**config.mk**
```make
export PLATFORM = sky130hd
export DESIGN_NAME = riscv_multicycle_ctrl
export DESIGN_NICKNAME = d
export VERILOG_FILES = /design/src/rtl/riscv_multicycle_ctrl_pkg.sv /design/src/rtl/riscv_multicycle_ctrl_wait_timer.sv /design/src/rtl/riscv_multicycle_ctrl.sv
export SDC_FILE = /design/constraint.sdc
export NUM_CORES = 1
export LEC_CHECK = 0
export CAP_MARGIN = 20
export CORE_MARGIN = 1
export CORE_UTILIZATION = 31
export CTS_CLUSTER_DIAMETER = 30
export DETAILED_ROUTE_END_ITERATION = 12
export PLACE_DENSITY = 0.85
export SYNTH_ARGS = -nofsm -noshare
export SYNTH_HDL_FRONTEND = slang
export SYNTH_SLANG_ARGS = --single-unit
```
**constraint.sdc**
```tcl
create_clock -name i_clk -period 4.68 [get_ports i_clk]
set_input_delay 1.17 -clock i_clk [delete_from_list [all_inputs] [get_ports i_clk]]
set_output_delay 1.17 -clock i_clk [all_outputs]
set_load 0.05 [all_outputs]
```
**src/rtl/riscv_multicycle_ctrl_pkg.sv**
```systemverilog
// Shared encodings for the RV32I multicycle control FSM: opcodes, FSM states,
// immediate-format / PC-source / write-back selects, and opcode decode helpers.
package riscv_multicycle_ctrl_pkg;

    localparam int unsigned DATA_LEN = 32;
    localparam int unsigned OPC_W    = 7;
    localparam int unsigned STATE_W  = 3;
    localparam int unsigned IMM_W    = 3;
    localparam int unsigned CNT_W    = 8;

    localparam logic [OPC_W-1:0] OPC_LOAD   = 7'h03;
    localparam logic [OPC_W-1:0] OPC_ALUI   = 7'h13;
    localparam logic [OPC_W-1:0] OPC_AUIPC  = 7'h17;
    localparam logic [OPC_W-1:0] OPC_STORE  = 7'h23;
    localparam logic [OPC_W-1:0] OPC_ALU    = 7'h33;
    localparam logic [OPC_W-1:0] OPC_LUI    = 7'h37;
    localparam logic [OPC_W-1:0] OPC_BRANCH = 7'h63;
    localparam logic [OPC_W-1:0] OPC_JALR   = 7'h67;
    localparam logic [OPC_W-1:0] OPC_JAL    = 7'h6F;

    typedef enum logic [STATE_W-1:0] {
        ST_FETCH  = 3'd0,
        ST_DECODE = 3'd1,
        ST_EXEC   = 3'd2,
        ST_MEM    = 3'd3,
        ST_WB     = 3'd4,
        ST_TRAP   = 3'd5
    } state_e;

    typedef enum logic [IMM_W-1:0] {
        IMM_NONE = 3'd0,
        IMM_I    = 3'd1,
        IMM_S    = 3'd2,
        IMM_B    = 3'd3,
        IMM_U    = 3'd4,
        IMM_J    = 3'd5
    } imm_type_e;

    typedef enum logic [1:0] {
        PC_PLUS4    = 2'b00,
        PC_PLUS_IMM = 2'b01,
        PC_ALU      = 2'b10
    } pc_src_e;

    typedef enum logic [1:0] {
        WB_ALU = 2'b00,
        WB_MEM = 2'b01,
        WB_PC4 = 2'b10
    } wb_sel_e;

    typedef enum logic [1:0] {
        ALU_A_RS1  = 2'b00,
        ALU_A_PC   = 2'b01,
        ALU_A_ZERO = 2'b10
    } alu_a_e;

    // ALU operand routing for one opcode
    typedef struct packed {
        alu_a_e a_sel;
        logic   b_imm;
        logic   force_add;
    } alu_sel_t;

    // Full control-word payload driven towards the datapath
    typedef struct packed {
        logic      mem_req;
        logic      mem_we;
        logic      mem_is_instr;
        logic      ir_we;
        logic      pc_we;
        pc_src_e   pc_src;
        alu_a_e    alu_a_sel;
        logic      alu_b_sel;
        logic      alu_force_add;
        imm_type_e imm_type;
        logic      rf_we;
        wb_sel_e   wb_sel;
        logic      mem_timeout;
    } ctrl_t;

    function automatic imm_type_e imm_type_of(input logic [OPC_W-1:0] opc);
        case (opc)
            OPC_ALUI, OPC_LOAD, OPC_JALR: return IMM_I;
            OPC_STORE:                    return IMM_S;
            OPC_BRANCH:                   return IMM_B;
            OPC_LUI, OPC_AUIPC:           return IMM_U;
            OPC_JAL:                      return IMM_J;
            default:                      return IMM_NONE;
        endcase
    endfunction

    function automatic logic opc_is_legal(input logic [OPC_W-1:0] opc);
        case (opc)
            OPC_ALU, OPC_ALUI, OPC_LUI, OPC_AUIPC, OPC_LOAD,
            OPC_STORE, OPC_BRANCH, OPC_JAL, OPC_JALR: return 1'b1;
            default:                                  return 1'b0;
        endcase
    endfunction

    function automatic alu_sel_t alu_sel_of(input logic [OPC_W-1:0] opc);
        alu_sel_t s;
        s = '{a_sel: ALU_A_RS1, b_imm: 1'b0, force_add: 1'b0};
        case (opc)
            OPC_ALUI:            s.b_imm = 1'b1;
            OPC_LUI:             s = '{a_sel: ALU_A_ZERO, b_imm: 1'b1, force_add: 1'b1};
            OPC_AUIPC:           s = '{a_sel: ALU_A_PC,   b_imm: 1'b1, force_add: 1'b1};
            OPC_LOAD, OPC_STORE,
            OPC_JALR:            s = '{a_sel: ALU_A_RS1,  b_imm: 1'b1, force_add: 1'b1};
            default:             ;
        endcase
        return s;
    endfunction

endpackage

```
**src/rtl/riscv_multicycle_ctrl_wait_timer.sv**
```systemverilog
// riscv_mc_wait_timer: counts un-acked memory-request cycles and flags expiry.
//   i_clk, i_rst : clock, synchronous active-high reset
//   i_clr        : restart the count (state entry or retry)
//   i_inc        : one more un-acked request cycle
//   o_expired    : count has reached LIMIT (registered)
module riscv_mc_wait_timer
    import riscv_multicycle_ctrl_pkg::*;
#(
    parameter int unsigned LIMIT = 1
) (
    input  logic i_clk,
    input  logic i_rst,
    input  logic i_clr,
    input  logic i_inc,
    output logic o_expired
);

    logic [CNT_W-1:0] cnt_q, cnt_d;
    logic             expired_q;

    // Clear has priority so a retry always restarts from zero
    always_comb begin
        cnt_d = cnt_q;
        if (i_clr) begin
            cnt_d = '0;
        end else if (i_inc) begin
            cnt_d = cnt_q + CNT_W'(1);
        end
    end

    always_ff @(posedge i_clk) begin
        if (i_rst) begin
            cnt_q     <= '0;
            expired_q <= 1'b0;
        end else begin
            cnt_q     <= cnt_d;
            expired_q <= (cnt_d == CNT_W'(LIMIT));
        end
    end

    assign o_expired = expired_q;

endmodule

```
**src/rtl/riscv_multicycle_ctrl.sv**
```systemverilog
// riscv_multicycle_ctrl: FETCH/DECODE/EXEC/MEM/WB sequencer for an RV32I datapath.
// Inputs : i_clk, i_rst (sync, active-high), i_instruction (IR), i_mem_ack,
//          i_branch_taken.
// Outputs: memory handshake (o_mem_req/we/is_instr), PC/IR/regfile enables,
//          PC source, ALU operand selects, immediate format, write-back select,
//          o_mem_timeout, o_state (debug).
// WAIT_LIMIT > 0 adds a request timeout with retry (riscv_mc_wait_timer).
// Build option RISCV_MC_ILLEGAL_TRAP_EN: illegal opcodes park in TRAP and raise
// o_illegal; without it they retire as a NOP.
module riscv_multicycle_ctrl
    import riscv_multicycle_ctrl_pkg::*;
#(
    parameter int unsigned WAIT_LIMIT = 0
) (
    input  logic                i_clk,
    input  logic                i_rst,
    input  logic [DATA_LEN-1:0] i_instruction,
    input  logic                i_mem_ack,
    input  logic                i_branch_taken,
    output logic                o_mem_req,
    output logic                o_mem_we,
    output logic                o_mem_is_instr,
    output logic                o_ir_we,
    output logic                o_pc_we,
    output logic [1:0]          o_pc_src,
    output logic [1:0]          o_alu_a_sel,
    output logic                o_alu_b_sel,
    output logic                o_alu_force_add,
    output logic [2:0]          o_imm_type,
    output logic                o_rf_we,
    output logic [1:0]          o_wb_sel,
    output logic                o_mem_timeout,
    output logic [2:0]          o_state
`ifdef RISCV_MC_ILLEGAL_TRAP_EN
    ,
    output logic                o_illegal
`endif
);

    state_e           state_q, state_d;
    ctrl_t            c, c_o;
    alu_sel_t         alu;
    logic [OPC_W-1:0] opcode;
    logic [4:0]       rd;
    logic             tmr_expired;
    logic             unused_instr;

    assign opcode       = i_instruction[OPC_W-1:0];
    assign rd           = i_instruction[11:7];
    assign alu          = alu_sel_of(opcode);
    assign unused_instr = ^i_instruction[DATA_LEN-1:12];

    // State register
    always_ff @(posedge i_clk) begin
        if (i_rst) begin
            state_q <= ST_FETCH;
        end else begin
            state_q <= state_d;
        end
    end

    // Next state and control word
    always_comb begin
        state_d = state_q;
        c       = '0;

        // Operand routing stays stable through EXEC/MEM/WB so the ALU result
        // (address, JALR target) remains valid until it is consumed.
        if (state_q inside {ST_DECODE, ST_EXEC, ST_MEM, ST_WB}) begin
            c.imm_type = imm_type_of(opcode);
        end
        if (state_q inside {ST_EXEC, ST_MEM, ST_WB}) begin
            c.alu_a_sel     = alu.a_sel;
            c.alu_b_sel     = alu.b_imm;
            c.alu_force_add = alu.force_add;
        end

        case (state_q)
            ST_FETCH: begin
                if (tmr_expired) begin
                    c.mem_timeout = 1'b1;  // request gap, then retry FETCH
                end else begin
                    c.mem_req      = 1'b1;
                    c.mem_is_instr = 1'b1;
                    if (i_mem_ack) begin
                        c.ir_we = 1'b1;
                        state_d = ST_DECODE;
                    end
                end
            end
            ST_DECODE: begin
                if (opc_is_legal(opcode)) begin
                    state_d = ST_EXEC;
                end else begin
`ifdef RISCV_MC_ILLEGAL_TRAP_EN
                    state_d = ST_TRAP;
`else
                    c.pc_we  = 1'b1;
                    c.pc_src = PC_PLUS4;
                    state_d  = ST_FETCH;
`endif
                end
            end
            ST_EXEC: begin
                case (opcode)
                    OPC_BRANCH: begin
                        c.pc_we  = 1'b1;
                        c.pc_src = i_branch_taken ? PC_PLUS_IMM : PC_PLUS4;
                        state_d  = ST_FETCH;
                    end
                    OPC_LOAD, OPC_STORE: state_d = ST_MEM;
                    default:             state_d = ST_WB;
                endcase
            end
            ST_MEM: begin
                if (tmr_expired) begin
                    c.mem_timeout = 1'b1;
                end else begin
                    c.mem_req = 1'b1;
                    c.mem_we  = (opcode == OPC_STORE);
                    if (i_mem_ack) begin
                        if (opcode == OPC_STORE) begin
                            c.pc_we  = 1'b1;
                            c.pc_src = PC_PLUS4;
                            state_d  = ST_FETCH;
                        end else begin
                            state_d = ST_WB;
                        end
                    end
                end
            end
            ST_WB: begin
                c.rf_we = (rd != 5'd0);
                c.pc_we = 1'b1;
                case (opcode)
                    OPC_JAL: begin
                        c.pc_src = PC_PLUS_IMM;
                        c.wb_sel = WB_PC4;
                    end
                    OPC_JALR: begin
                        c.pc_src = PC_ALU;
                        c.wb_sel = WB_PC4;
                    end
                    OPC_LOAD: c.wb_sel = WB_MEM;
                    default:  ;
                endcase
                state_d = ST_FETCH;
            end
`ifdef RISCV_MC_ILLEGAL_TRAP_EN
            ST_TRAP: state_d = ST_TRAP;  // only reset leaves TRAP
`endif
            default: state_d = ST_FETCH;
        endcase
    end

    // Request timeout, present only when a limit is configured
    generate
        if (WAIT_LIMIT > 0) begin : g_timer
            logic tmr_clr, tmr_inc;
            assign tmr_clr = (state_d != state_q) || tmr_expired;
            assign tmr_inc = c.mem_req && !i_mem_ack;
            riscv_mc_wait_timer #(
                .LIMIT (WAIT_LIMIT)
            ) u_timer (
                .i_clk     (i_clk),
                .i_rst     (i_rst),
                .i_clr     (tmr_clr),
                .i_inc     (tmr_inc),
                .o_expired (tmr_expired)
            );
        end else begin : g_no_timer
            assign tmr_expired = 1'b0;
        end
    endgenerate

    // Everything reads as zero while reset is held
    assign c_o             = i_rst ? '0 : c;
    assign o_mem_req       = c_o.mem_req;
    assign o_mem_we        = c_o.mem_we;
    assign o_mem_is_instr  = c_o.mem_is_instr;
    assign o_ir_we         = c_o.ir_we;
    assign o_pc_we         = c_o.pc_we;
    assign o_pc_src        = c_o.pc_src;
    assign o_alu_a_sel     = c_o.alu_a_sel;
    assign o_alu_b_sel     = c_o.alu_b_sel;
    assign o_alu_force_add = c_o.alu_force_add;
    assign o_imm_type      = c_o.imm_type;
    assign o_rf_we         = c_o.rf_we;
    assign o_wb_sel        = c_o.wb_sel;
    assign o_mem_timeout   = c_o.mem_timeout;
    assign o_state         = i_rst ? 3'd0 : state_q;
`ifdef RISCV_MC_ILLEGAL_TRAP_EN
    assign o_illegal       = !i_rst && (state_q == ST_TRAP);
`endif

endmodule

```
==> flow_metrics.tcl <==
set metrics [dict create \
    synth.distinct_cells 38 \
    path_class "input port to primary output" \
    top_regs "state_q (3)" \
    die_h_um 44.8 \
    gp_congestion 0.886 \
    num_antenna_cells 0 \
    dieArea_sq_um 2000 \
    grt_antenna_before_repair 0 \
    finalWorstSetupSlack_ns 0.350 \
    slew_headroom_pct 66.6 \
    largest_reg_flops 3 \
    start_kind "input port" \
    start_util_pct 32.8 \
    setup-violations-final 0 \
    finalCritPeriodShare_pct 92.5 \
    cts.sinks 3 \
    drtPass1Iterations 4 \
    fmax_mhz 231 \
    cp_max_fo 8 \
    rows 15 \
    tns_ns 0 \
    finalMaxSlewViolations 0 \
    hold_violations 0 \
    first_iter_violations 9 \
    peakVddDrop_mv 0.128 \
    power_leakage_nw 0.373 \
    ys_ff_latch 3 \
    crit_path_cell_trace "clkdlybuf4s50_1 > and3b_1 > nand3_1 > nor2_1 > clkdlybuf4s50_1" \
    cap_violations 0 \
    finClkSkew_ns 0.00148 \
    crit_top_cell "clkdlybuf4s50_1" \
    p_per_area_nw_per_um2 139 \
    cts-root-buf "clkbuf_4" \
    cts_tree "done" \
    crit_family "buffers and inverters" \
    grt_pass1_vias 675 \
    rsz0062_at_grt "false" \
    tightest_slew_ns 0.499 \
    vias_per_cell 5.04 \
    drive_above_1_share_pct 21.0 \
    crit_buf_inv 2 \
    vias 726 \
    cp.depth 5 \
    hold_path_depth 2 \
    cts_resized 0 \
    grt_pass1_wl_um 2840 \
    area_growth_pct 61.6 \
    whs_ns 0.623 \
    dp_slack_ns 0.384 \
    wl_per_cell_um 12.0 \
    drc 0 \
    clkTransAtPathRegs_ns 0.03 \
    cts_setup_buffers 0 \
    netlist_area_sq_um 567 \
    postSynthCellCount 85 \
    worst-r2r-cell-count 4 \
    cp_slowest_stage_delay_ns 0.81 \
    drt-total-wl_um 1720 \
    synth_nets 121 \
    ios 57 \
    core-area_sq_um 1730 \
    grt_max_degree 11 \
    ctsHoldBuffers 0 \
    numCtsBuffers 3 \
    clk-insertion-delay-late_ns 0.23 \
    status "finished clean" \
    grt_util_all_layers_pct 19.3 \
    synth_seq_area_share_pct 10.6 \
    grt.overflow.total 0 \
    critPathArrivalTime_ns 3.16 \
    worstHoldPathType "flip-flop to flip-flop" \
    synth_area_per_cell_sq_um 6.67 \
    htreeDepth 1 \
    endpoint_kind "primary output" \
    fillCellCount 182 \
    ant_nets 0 \
    clk_path_buf_depth 2 \
    yosysWarnings 0 \
    dpl.hpwl_um 1330 \
    die_x_um 44.8 \
    min_period_ns 4.33 \
    cp.required_ns 3.51 \
    regMostFlops "state_q" \
    slowest_stage "clkdlybuf4s50_1" \
    portBuffers 35 \
    layout.nets 156 \
    final_cell_area_sq_um 916 \
    place_area_sq_um 890 \
]
==> worst reg2reg max path, delay by kind of cell, from the launching register on <==
kind,cells,cell delay [ns]
DFF,1,0.45
adders and majority gates,1,0.31
buffers and inverters,1,0.11
and+or+nand+nor,2,0.32
==> per-stage QoR <==
stage          instances  util [%]  power, mW
2_1_floorplan         85         -     0.0592
4_1_cts              144      53.0      0.129
5_1_grt              144      53.0      0.138
3_3_place_gp         140      51.5     0.0811
6_report             144      53.0      0.127
3_5_place_dp         140      51.5     0.0819
==> cells by family after synthesis <==
group           Yosys count  synth area share, %
buf+inv                   9                 9.49
mux                       1                 1.77
flops                     3                 10.6
compound gates           21                 25.8
fa+ha+maj                 1                 1.99
other cells               1                0.662
simple gates             49                 49.7
==> placed cells by master (no fill, tap or decap), types with 2 or more instances in the layout <==
| cell type | count |
|---|---|
| inv_2 | 2 |
| nand2b_1 | 2 |
| clkdlybuf4s50_1 | 22 |
| nor2b_1 | 4 |
| a211o_1 | 3 |
| clkbuf_4 | 3 |
| a21oi_1 | 8 |
| inv_1 | 2 |
| nand2_1 | 6 |
| dfxtp_1 | 3 |
| and3_1 | 6 |
| nand4_1 | 2 |
| nor2_1 | 12 |
| nor3_1 | 5 |
| o21ai_0 | 2 |
| buf_4 | 12 |
| and3b_1 | 2 |
==> power by group <==
group | internal [mW] | switching, mW
combinational | 0.0241 | 0.0302
clock | 0.0319 | 0.0131
sequential | 0.0263 | 0.00121
total | 0.0824 | 0.0445
==> cell usage after synthesis (all sizes together) <==
cell,number,area (sq um)
nor2,12,45.0
a21oi,9,48.8
and3,6,37.5
nand2,6,22.5
buf,5,38.8
nor3,5,25.0
inv,4,15.0
nor2b,4,25.0
a211o,3,26.3
dfxtp,3,60.1
nand2b,3,26.3
and3b,2,17.5
nand4,2,12.5
nor4,2,18.8
o21ai,2,10.0
or2,2,12.5
a2111o,1,11.3
a211oi,1,12.5
a21o,1,7.51
a311oi,1,8.76
a31oi,1,6.26
and2,1,6.26
and2b,1,7.51
conb,1,3.75
maj3,1,11.3
mux2i,1,10.0
nand3,1,5.00
nand4b,1,8.76
o211ai,1,7.51
o21bai,1,7.51
or3b,1,11.3
==> final timing paths <==
| path | start | to | slack [ns] |
|---|---|---|---|
| hold reg to reg | state_q[1]$_SDFFE_PP0P_ | state_q[1]$_SDFFE_PP0P_ | 0.62 |
| hold / removal | state_q[1]$_SDFFE_PP0P_ | state_q[1]$_SDFFE_PP0P_ | 0.62 |
| setup reg to reg | state_q[0]$_SDFFE_PP0P_ | state_q[2]$_SDFFE_PP0P_ | 3.40 |
| setup / recovery | i_instruction[3] | o_imm_type[1] | 0.35 |
==> metal layers <==
metal	global-route usage, %	part of all wire (%)
met1	21.7	44
met2	33.8	50
met3	3.20	4.8
met4	12.1	0.64
met5	0	0
==> final cells by class <==
class,instances,area (sq um),area share [%]
sequential,3,60.1,6.56
multi-input combinational,73,453,49.5
clock buffer,4,26.3,2.87
inverter,4,15.0,1.64
tap,25,31.3,3.42
timing repair buffer,35,330,36.1
(Power assumes the default switching activity.)
